File: src/rtl/board_painter.sv
// board_painter: reader side of the 512-bit game board bus.
// Snapshots board, pointer and game status on a start request, then rasterises
// the 16x16 cell grid into one registered VGA pixel write per clock.
// Optional feature macro: BOARD_PAINTER_GRID_EN draws grid lines on the last
// pixel row/column of every cell. The pixel count and timing are the same in both builds.
module board_painter #(
    parameter int         CELL_PX   = 7,
    parameter int         ORIGIN_X  = 24,
    parameter int         ORIGIN_Y  = 4,
    parameter logic [2:0] COL_EMPTY = 3'b110,
    parameter logic [2:0] COL_A     = 3'b000,
    parameter logic [2:0] COL_B     = 3'b111,
    parameter logic [2:0] COL_PTR   = 3'b100,
    parameter logic [2:0] COL_GRID  = 3'b010
) (
    input  logic         Clck,
    input  logic         Reset,
    input  logic         start,
    input  logic [511:0] board,
    input  logic [3:0]   pointer_loc_x,
    input  logic [3:0]   pointer_loc_y,
    input  logic [1:0]   gaming_status,
    output logic [7:0]   vga_x,
    output logic [6:0]   vga_y,
    output logic [2:0]   vga_colour,
    output logic         vga_plot,
    output logic         busy,
    output logic         frame_done
);

    typedef enum logic [1:0] {
        S_IDLE = 2'd0,
        S_LOAD = 2'd1,
        S_DRAW = 2'd2,
        S_DONE = 2'd3
    } state_t;

    localparam logic [2:0] SUB_LAST = 3'(CELL_PX - 1);
    localparam logic [7:0] X_START  = 8'(ORIGIN_X);
    localparam logic [6:0] Y_START  = 7'(ORIGIN_Y);

    state_t       r_state;

    // Frame snapshot, frozen for the whole frame
    logic [511:0] r_board;
    logic [3:0]   r_ptr_x;
    logic [3:0]   r_ptr_y;
    logic [1:0]   r_status;

    // Raster position: sub-pixel within cell, cell index, and screen accumulators
    logic [2:0]   r_sub_x;
    logic [2:0]   r_sub_y;
    logic [3:0]   r_cx;
    logic [3:0]   r_cy;
    logic [7:0]   r_px;
    logic [6:0]   r_py;

    logic [7:0]   r_vga_x;
    logic [6:0]   r_vga_y;
    logic [2:0]   r_vga_colour;
    logic         r_vga_plot;
    logic         r_busy;
    logic         r_frame_done;

    logic         w_sub_x_last;
    logic         w_sub_y_last;
    logic         w_cx_last;
    logic         w_cy_last;
    logic         w_last_pixel;
    logic         w_on_border;
    logic         w_is_ptr;
    logic [1:0]   w_cell;
    logic [2:0]   w_colour;

    assign w_sub_x_last = (r_sub_x == SUB_LAST);
    assign w_sub_y_last = (r_sub_y == SUB_LAST);
    assign w_cx_last    = (r_cx == 4'd15);
    assign w_cy_last    = (r_cy == 4'd15);
    assign w_last_pixel = w_sub_x_last & w_cx_last & w_sub_y_last & w_cy_last;

    // Cell (cx,cy) lives at bit cx*2 + cy*32, i.e. {cy,cx,0}
    assign w_cell = r_board[{r_cy, r_cx, 1'b0} +: 2];

    assign w_on_border = (r_sub_x == 3'd0) | w_sub_x_last | (r_sub_y == 3'd0) | w_sub_y_last;
    assign w_is_ptr    = (r_status == 2'b00) & (r_cx == r_ptr_x) & (r_cy == r_ptr_y) & w_on_border;

`ifndef BOARD_PAINTER_GRID_EN
    logic w_unused_grid;
    assign w_unused_grid = ^COL_GRID;
`endif

    // Pixel colour by priority: pointer outline, grid line, cell contents
    always_comb begin
        w_colour = COL_EMPTY;
        if (w_is_ptr) begin
            w_colour = COL_PTR;
        end
`ifdef BOARD_PAINTER_GRID_EN
        else if (w_sub_x_last | w_sub_y_last) begin
            w_colour = COL_GRID;
        end
`endif
        else begin
            case (w_cell)
                2'b01:   w_colour = COL_A;
                2'b10:   w_colour = COL_B;
                default: w_colour = COL_EMPTY;
            endcase
        end
    end

    // Frame sequencer: snapshot, raster walk and registered pixel outputs
    always_ff @(posedge Clck or posedge Reset) begin
        if (Reset) begin
            r_state      <= S_IDLE;
            r_board      <= '0;
            r_ptr_x      <= '0;
            r_ptr_y      <= '0;
            r_status     <= '0;
            r_sub_x      <= '0;
            r_sub_y      <= '0;
            r_cx         <= '0;
            r_cy         <= '0;
            r_px         <= '0;
            r_py         <= '0;
            r_vga_x      <= '0;
            r_vga_y      <= '0;
            r_vga_colour <= '0;
            r_vga_plot   <= 1'b0;
            r_busy       <= 1'b0;
            r_frame_done <= 1'b0;
        end else begin
            r_vga_plot   <= 1'b0;
            r_frame_done <= 1'b0;
            case (r_state)
                S_IDLE: begin
                    if (start) begin
                        r_state <= S_LOAD;
                        r_busy  <= 1'b1;
                    end
                end
                S_LOAD: begin
                    r_board  <= board;
                    r_ptr_x  <= pointer_loc_x;
                    r_ptr_y  <= pointer_loc_y;
                    r_status <= gaming_status;
                    r_sub_x  <= '0;
                    r_sub_y  <= '0;
                    r_cx     <= '0;
                    r_cy     <= '0;
                    r_px     <= X_START;
                    r_py     <= Y_START;
                    r_state  <= S_DRAW;
                end
                S_DRAW: begin
                    r_vga_x      <= r_px;
                    r_vga_y      <= r_py;
                    r_vga_colour <= w_colour;
                    r_vga_plot   <= 1'b1;
                    // Screen x just counts up along a row; wrap back at the row end
                    if (!w_sub_x_last) begin
                        r_sub_x <= r_sub_x + 3'd1;
                        r_px    <= r_px + 8'd1;
                    end else begin
                        r_sub_x <= '0;
                        if (!w_cx_last) begin
                            r_cx <= r_cx + 4'd1;
                            r_px <= r_px + 8'd1;
                        end else begin
                            r_cx <= '0;
                            r_px <= X_START;
                            r_py <= r_py + 7'd1;
                            if (!w_sub_y_last) begin
                                r_sub_y <= r_sub_y + 3'd1;
                            end else begin
                                r_sub_y <= '0;
                                r_cy    <= r_cy + 4'd1;
                            end
                        end
                    end
                    if (w_last_pixel) begin
                        r_state <= S_DONE;
                    end
                end
                S_DONE: begin
                    r_busy       <= 1'b0;
                    r_frame_done <= 1'b1;
                    r_state      <= S_IDLE;
                end
                default: r_state <= S_IDLE;
            endcase
        end
    end

    assign vga_x      = r_vga_x;
    assign vga_y      = r_vga_y;
    assign vga_colour = r_vga_colour;
    assign vga_plot   = r_vga_plot;
    assign busy       = r_busy;
    assign frame_done = r_frame_done;

endmodule
File: config.mk
export PLATFORM = sky130hd
export DESIGN_NAME = board_painter
export DESIGN_NICKNAME = d
export VERILOG_FILES = /design/src/rtl/board_painter.sv
export SDC_FILE = /design/constraint.sdc
export NUM_CORES = 2
export LEC_CHECK = 0
export ABC_AREA = 1
export CELL_PAD_IN_SITES_DETAIL_PLACEMENT = 2
export CELL_PAD_IN_SITES_GLOBAL_PLACEMENT = 2
export CORE_MARGIN = 2
export CORE_UTILIZATION = 35
export CTS_CLUSTER_DIAMETER = 40
export DETAILED_ROUTE_END_ITERATION = 6
export GPL_ROUTABILITY_DRIVEN = 0
export HOLD_SLACK_MARGIN = 0.12
export PLACE_DENSITY = 0.9
export RECOVER_POWER = 50
export SYNTH_ARGS = -nofsm -noshare
export SYNTH_HDL_FRONTEND = slang
export SYNTH_SLANG_ARGS = --single-unit
File: constraint.sdc
create_clock -name Clck -period 30 [get_ports Clck]
set_input_delay 4.5 -clock Clck [delete_from_list [all_inputs] [get_ports Clck]]
set_output_delay 4.5 -clock Clck [all_outputs]
set_load 0.005 [all_outputs]
==> key figures <==
Status
  – Status: complete, but fails checks
  – Failing checks: capacitance limit, slew limit

Floorplanning
  – Initial Util: 35.4%
  – Core box area: 0.0759 sq mm
  – Die Span X: 281 um
  – Die area: 0.0791 sq mm
  – Rows: 101
  – Die height: 281 um
  – Boundary pin count: 546

Timing
  – Slew margin rel.: -347%
  – Setup TNS: 0 ns
  – Fmax: 105 MHz
  – Worst-margin pin slew: 6.70 ns
  – Min Tclk post-route: 9.50 ns
  – Worst Clk Skew: 0.0731 ns
  – Final worst setup slack: 20.50 ns
  – Fin crit share: 31.7%
  – Unrepaired setup endpoints after global routing: no
  – Finish-stage setup viols: 0
  – Max-slew violations: 263
  – Final Hold Viols: 0

Drt
  – WL final: 133000 um
  – DRC: 0
  – 1st-iter DRT viols: 1779
  – Post-route ant nets: 0
  – Via density: 5.50
  – Vias: 24300
  – DR pass1 iterations: 5
  – WL per Instance: 30.1 um

Logic synthesis
  – Fraction of registers with async set/reset: 100%
  – Synth area leaders: dfrtp_1, mux2_2, nand2_1
  – Cells after synthesis: 2742
  – Mean Syn Cell Area: 9.81 sq um
  – EDFF count, synth: 0
  – Leading area contributor after synthesis: dfrtp_1
  – Top-area cell type share of the netlist area: 53.4%
  – Synth Flop Type: dfrtp_1
  – Yosys reg bits: 574
  – Area of the mapped netlist: 0.0269 sq mm
  – Yosys Warn Count: 0
  – Yosys cell types: 42
  – Sequential share of the synthesized area: 53.4%
  – Syn nets: 3275

Layout
  – Layout cell share with drive strength beyond 1: 17.7%
  – Filler instances: 7642
  – Commonest cells after routing, fill and taps aside: nand2_1, dfrtp_1, dlygate4sd3_1, mux2_2, nand3_1
  – # nets final: 3776
  – Area delta synth->final: 37.3%
  – Reg area: 0.0144 sq mm
  – Commonest non-fill, non-tap cell in the layout: nand2_1
  – Area of the multi-input gates: 0.0109 sq mm
  – Final core utilization: 48.6%

Clock network
  – Post-CTS Setup Bufs: 0
  – Clock Sinks: 574
  – Clock Path Buffers: 3
  – Clock Latency Late Sink: 0.70 ns
  – Clock buffer count from CTS: 108
  – Cts repair resizes: 0
  – Clock transition at path regs: 0.05 ns
  – CTS root buf: clkbuf_16
  – Hold-fix buffer count after cts: 0
  – CTS tree: yes
  – H-tree levels: 3

GRT
  – Congestion Overflow GR: 0
  – Largest net degree at the start of global routing: 221
  – Initial antenna violation count: 52
  – Vias in the first global route: 28600
  – Global-route wire length before repair: 193000 um
  – GRT Total Usage: 33.1%

Setup path
  – Data required time at the worst endpoint: 30.62 ns
  – Peak fanout along the critical path: 87
  – Startpoint types: primary input
  – CP Capture Type: async pin
  – Data arrival, critical path: 10.12 ns
  – Setup Crit Path Kind: primary input to async pin

Place
  – Placed wire-length estimate: 78600 um
  – # port buffers: 545
  – Post-Place Worst Slack: 21.80 ns

Pwr
  – PD cells: 63.0 mW/mm^2
  – Lkg Pwr: 15.7 nW
  – Peak supply drop: 0.0645 mV

Hold path
  – Hold WC Path Type: register to register

Run
  – Max-cap violation count: 3
through the flow:
| stage | cell area (sq um) | std cells | power, W | hold slack [ns] |
|---|---|---|---|---|
| 5_1_grt | 36900 | 4400 | 0.00238 | 0.517 |
| 3_3_place_gp | 32900 | 4163 | 0.000985 | 0.462 |
| 6_report | 36900 | 4408 | 0.00233 | 0.487 |
| 4_1_cts | 36900 | 4368 | 0.00235 | 0.494 |
| 2_1_floorplan | 26900 | 2742 | 0.000893 | 0.454 |
| 3_5_place_dp | 32900 | 4163 | 0.00100 | 0.479 |
layout make-up:
type                            instances  share of cell area (%)
Clock inverter                         81                    3.00
Multi-Input combinational cell       1825                    29.5
Inverter                              164                    1.69
Tap cell                             1030                    3.49
Antenna cell                           40                   0.271
Sequential cell                       574                    38.9
Clock buffer                          124                    7.75
Timing Repair Buffer                  570                    15.4
critical path: stages:
cell,delay [ns]
dlygate4sd3_1,0.57
clkinvlp_2,2.28
buf_4,0.99
buf_4,0.76
buf_4,0.87
cells by family (layout without fill, tap and decap cells):
logic type | after synthesis | in the layout | share of synthesized area (%)
mux | 408 | 408 | 17.1
simple gates | 1026 | 1026 | 15.8
fa+ha+maj | 8 | 8 | 0.372
other cells | 0 | 40 | 0
compound gates | 380 | 380 | 7.26
xor+xnor | 3 | 3 | 0.0977
flops | 574 | 574 | 53.4
buf+inv | 343 | 939 | 5.95
state kept, by name, summed over array words and instances, names as in the netlist, 3 cells and up:
register,flops
r_ptr_y,4
r_py,7
r_sub_x,3
vga_colour,3
r_cx,4
vga_y,7
r_px,8
r_sub_y,3
r_ptr_x,4
vga_x,8
r_cy,4
r_board,512
path summary, 6_finish.rpt:
check	startpoint	end	slack [ns]	depth (start not counted)
setup / recovery	Reset	r_board[14]$_DFFE_PP0P_	20.50	5
hold / removal	vga_y[5]$_DFFE_PP0P_	vga_y[5]$_DFFE_PP0P_	0.49	2
setup reg to reg	r_cx[0]$_DFFE_PP0P_	r_cy[3]$_DFFE_PP0P_	20.52	11
hold reg to reg	vga_y[5]$_DFFE_PP0P_	vga_y[5]$_DFFE_PP0P_	0.49	2
max in group Clck	r_cx[0]$_DFFE_PP0P_	r_cy[3]$_DFFE_PP0P_	20.52	11
min in group asynchronous	Reset	r_board[132]$_DFFE_PP0P_	5.53	2
layer usage:
layer / vias to the layer above / track usage (%) / wire length (um)
met3: 358 / 6.08 / 7100
met4: 24 / 18.6 / 7070
met5: - / 0 / 158
met1: 12700 / 37.1 / 48900
li1: 10200 / - / -
met2: 955 / 59.2 / 69300
power breakdown:
part | internal (W) | switching (W) | leakage, nW
Clock | 0.000845 | 0.000495 | 1.90
Combinational | 0.0000781 | 0.0000725 | 7.09
Sequential | 0.000811 | 0.0000253 | 6.73
synthesized netlist by cell type (3+ instances only):
cell type and instances:
buf_1 7, mux2_2 408, nor2_1 41, buf_2 104, nand2_1 692, a21oi_1 106, buf_6 13, clkinv_1 3
clkbuf_1 35, inv_1 154, buf_4 19, o21ai_0 236, inv_2 6, o21ai_1 24, nor3_1 14, ha_1 8
dfrtp_1 574, nand3_1 269
No activity file was read; power rests on OpenSTA's default activity.
==> RTL edit: new RTL, same settings <==
Put one more register stage on the output `vga_y`, cleared by the reset. The value now appears one clock later. The other outputs are not delayed to match.
--- a/src/rtl/board_painter.sv
+++ b/src/rtl/board_painter.sv
@@ -195,3 +195,9 @@
     assign vga_x      = r_vga_x;
-    assign vga_y      = r_vga_y;
+    always_ff @(posedge Clck or posedge Reset) begin
+        if (Reset) begin
+            vga_y <= '0;
+        end else begin
+            vga_y <= r_vga_y;
+        end
+    end
     assign vga_colour = r_vga_colour;
Behaviour: not the same (a bounded check fails within 4 cycles, from zero or initial values and one cycle with Reset high).
==> RTL edit against the original RTL <==
- the run still ends with max-capacitance violations, max-slew violations left
- fmax shrank 8.2%
- design area up 0.68%
- sequential cell count rose by 7
- total power rose by 1.8%
- setup slack lost 0.85 ns
- wire length grew 4.8%
- clock skew fell by 0.038 ns
- synthesized area increased by 0.60%
==> RTL edit: results (changes against the original RTL) <==
set qor(rr_startpoint) {r_cx[1]$_DFFE_PP0P_}
set qor(synth_cells) 2752 ;# +0.36%
set qor(finalHoldWorstSlack_ns) 0.386 ;# -0.102 ns
set qor(placedInstanceArea_um2) 33100 ;# +0.51%
set qor(failed_checks) {max-capacitance violations, max-slew violations}
set qor(timing.hold.worst_endpoint) {vga_y[0]$_DFF_PP0_}
set qor(filler_cell_count) 7659 ;# +0.22%
set qor(relSlewSlack) -2.36 ;# +1.10
set qor(vias_per_cell) 5.55 ;# +0.78%
set qor(final_max_slew_viol_count) 195 ;# -26%
set qor(ys_top_cells_by_count) {sky130_fd_sc_hd__nand2_1, sky130_fd_sc_hd__dfrtp_1, sky130_fd_sc_hd__mux2_2, sky130_fd_sc_hd__nand3_1, sky130_fd_sc_hd__o21ai_0}
set qor(reg2reg_setup_slack_ns) 22.58 ;# +2.06 ns
set qor(first_pass_grt_wire_length_um) 197000 ;# +2.0%
set qor(power.ir.vdd_worst_mv) 0.0481 ;# -25%
set qor(global_route.usage.total) 0.339 ;# +0.00711
set qor(setup.worst_path.end) {r_board[443]$_DFFE_PP0P_}
set qor(result_of_the_run) {finished with violations}
set qor(place_inst) 4178 ;# +0.36%
set qor(via_count_of_the_first_global_routing_pass) 28800 ;# +0.84%
set qor(synthesis.nets) 3285 ;# +0.31%
set qor(critical_path_peak_fanout) 108 ;# +24%
set qor(fmax_mhz) 96.6 ;# -8.2%
set qor(number_of_buffers_created_by_cts) 109 ;# +0.93%
set qor(max_cap_viol_count) 3 ;# unchanged
set qor(worst_path_largest_cell_delay_ns) 2.76 ;# +0.48 ns
set qor(placement.setup.worst_slack_ns) 21.43 ;# -0.370 ns
set qor(crit_arrival_ns) 11.02 ;# +0.90 ns
set qor(post_synth_num_cell_types) 41 ;# -2.4%
set qor(seq_area_frac_synth) 0.537 ;# +0.00329
set qor(dp_hpwl_um) 79600 ;# +1.3%
set qor(synth_area_leaders) {sky130_fd_sc_hd__dfrtp_1, sky130_fd_sc_hd__mux2_2, sky130_fd_sc_hd__nand2_1}
set qor(seqCellArea_um2) 14500 ;# +1.2%
set qor(power.static_leakage_nw) 15.9 ;# +0.92%
set qor(num-nets-final) 3792 ;# +0.42%
set qor(final_worst_clock_skew_ns) 0.0347 ;# -0.0384 ns
set qor(met3_routed_length_um) 7930 ;# +12%
set qor(routed-wl-met2_um) 71500 ;# +3.2%
set qor(route.detailed.wl_per_inst_um) 31.3 ;# +4.1%
set qor(worst_r2r_dst) {r_py[5]$_DFFE_PP0P_}
set qor(min_from) {r_vga_y[0]$_DFFE_PP0P_}
set qor(routed-via-count) 24600 ;# +1.4%
-- RTL edit: changes by cell type in the layout (fill, tap and decap cells not counted), moves of 8 or more --
cell                              before  now
sky130_fd_sc_hd__buf_4                20   28
sky130_fd_sc_hd__clkdlybuf4s50_1      76   86
sky130_fd_sc_hd__clkinv_2             22   11
sky130_fd_sc_hd__clkinv_4              6   14
sky130_fd_sc_hd__diode_2              40   51
sky130_fd_sc_hd__dlygate4sd3_1       469  459
sky130_fd_sc_hd__mux2_1               55   65
sky130_fd_sc_hd__mux2_2              353  343
-- RTL edit: cells by family (layout without fill, tap and decap cells) --
family | count (synthesis) | in the layout | share of synthesized area
AOI/OAI and AO/OA | 379 | 379 | 0.0719
xor gates and xnor gates | 3 | 3 | 0.000971
adders and majority gates | 8 | 8 | 0.00370
buffers and inverters | 343 | 945 | 0.0590
DFF | 581 | 581 | 0.537
muxes | 408 | 408 | 0.170
other | 0 | 51 | 0
and+or+nand+nor | 1030 | 1030 | 0.157
-- RTL edit: final cells by class --
| type | count | share of cell area |
|---|---|---|
| flip-flops and latches | 581 | 0.391 |
| multi-input cells | 1828 | 0.294 |
| repair buffers | 576 | 0.153 |
| clock buffers | 133 | 0.0798 |
| well taps | 1030 | 0.0346 |
| clock inverters | 73 | 0.0274 |
| inverters | 163 | 0.0167 |
| diodes | 51 | 0.00343 |
-- RTL edit: per-layer routing --
metal  track usage  vias to the layer above
li1              -                    10200
met1         0.373                    12800
met2         0.600                     1103
met3        0.0686                      467
met4         0.206                       28
met5             0                        -
-- RTL edit: report_power, final --
group | switching (mW) | internal, mW | leakage, nW | total [mW]
Clock | 0.501 | 0.869 | 1.92 | 1.37
Sequential | 0.0263 | 0.821 | 6.82 | 0.847
Combinational | 0.0738 | 0.0782 | 7.12 | 0.152
Total | 0.601 | 1.77 | 15.9 | 2.37
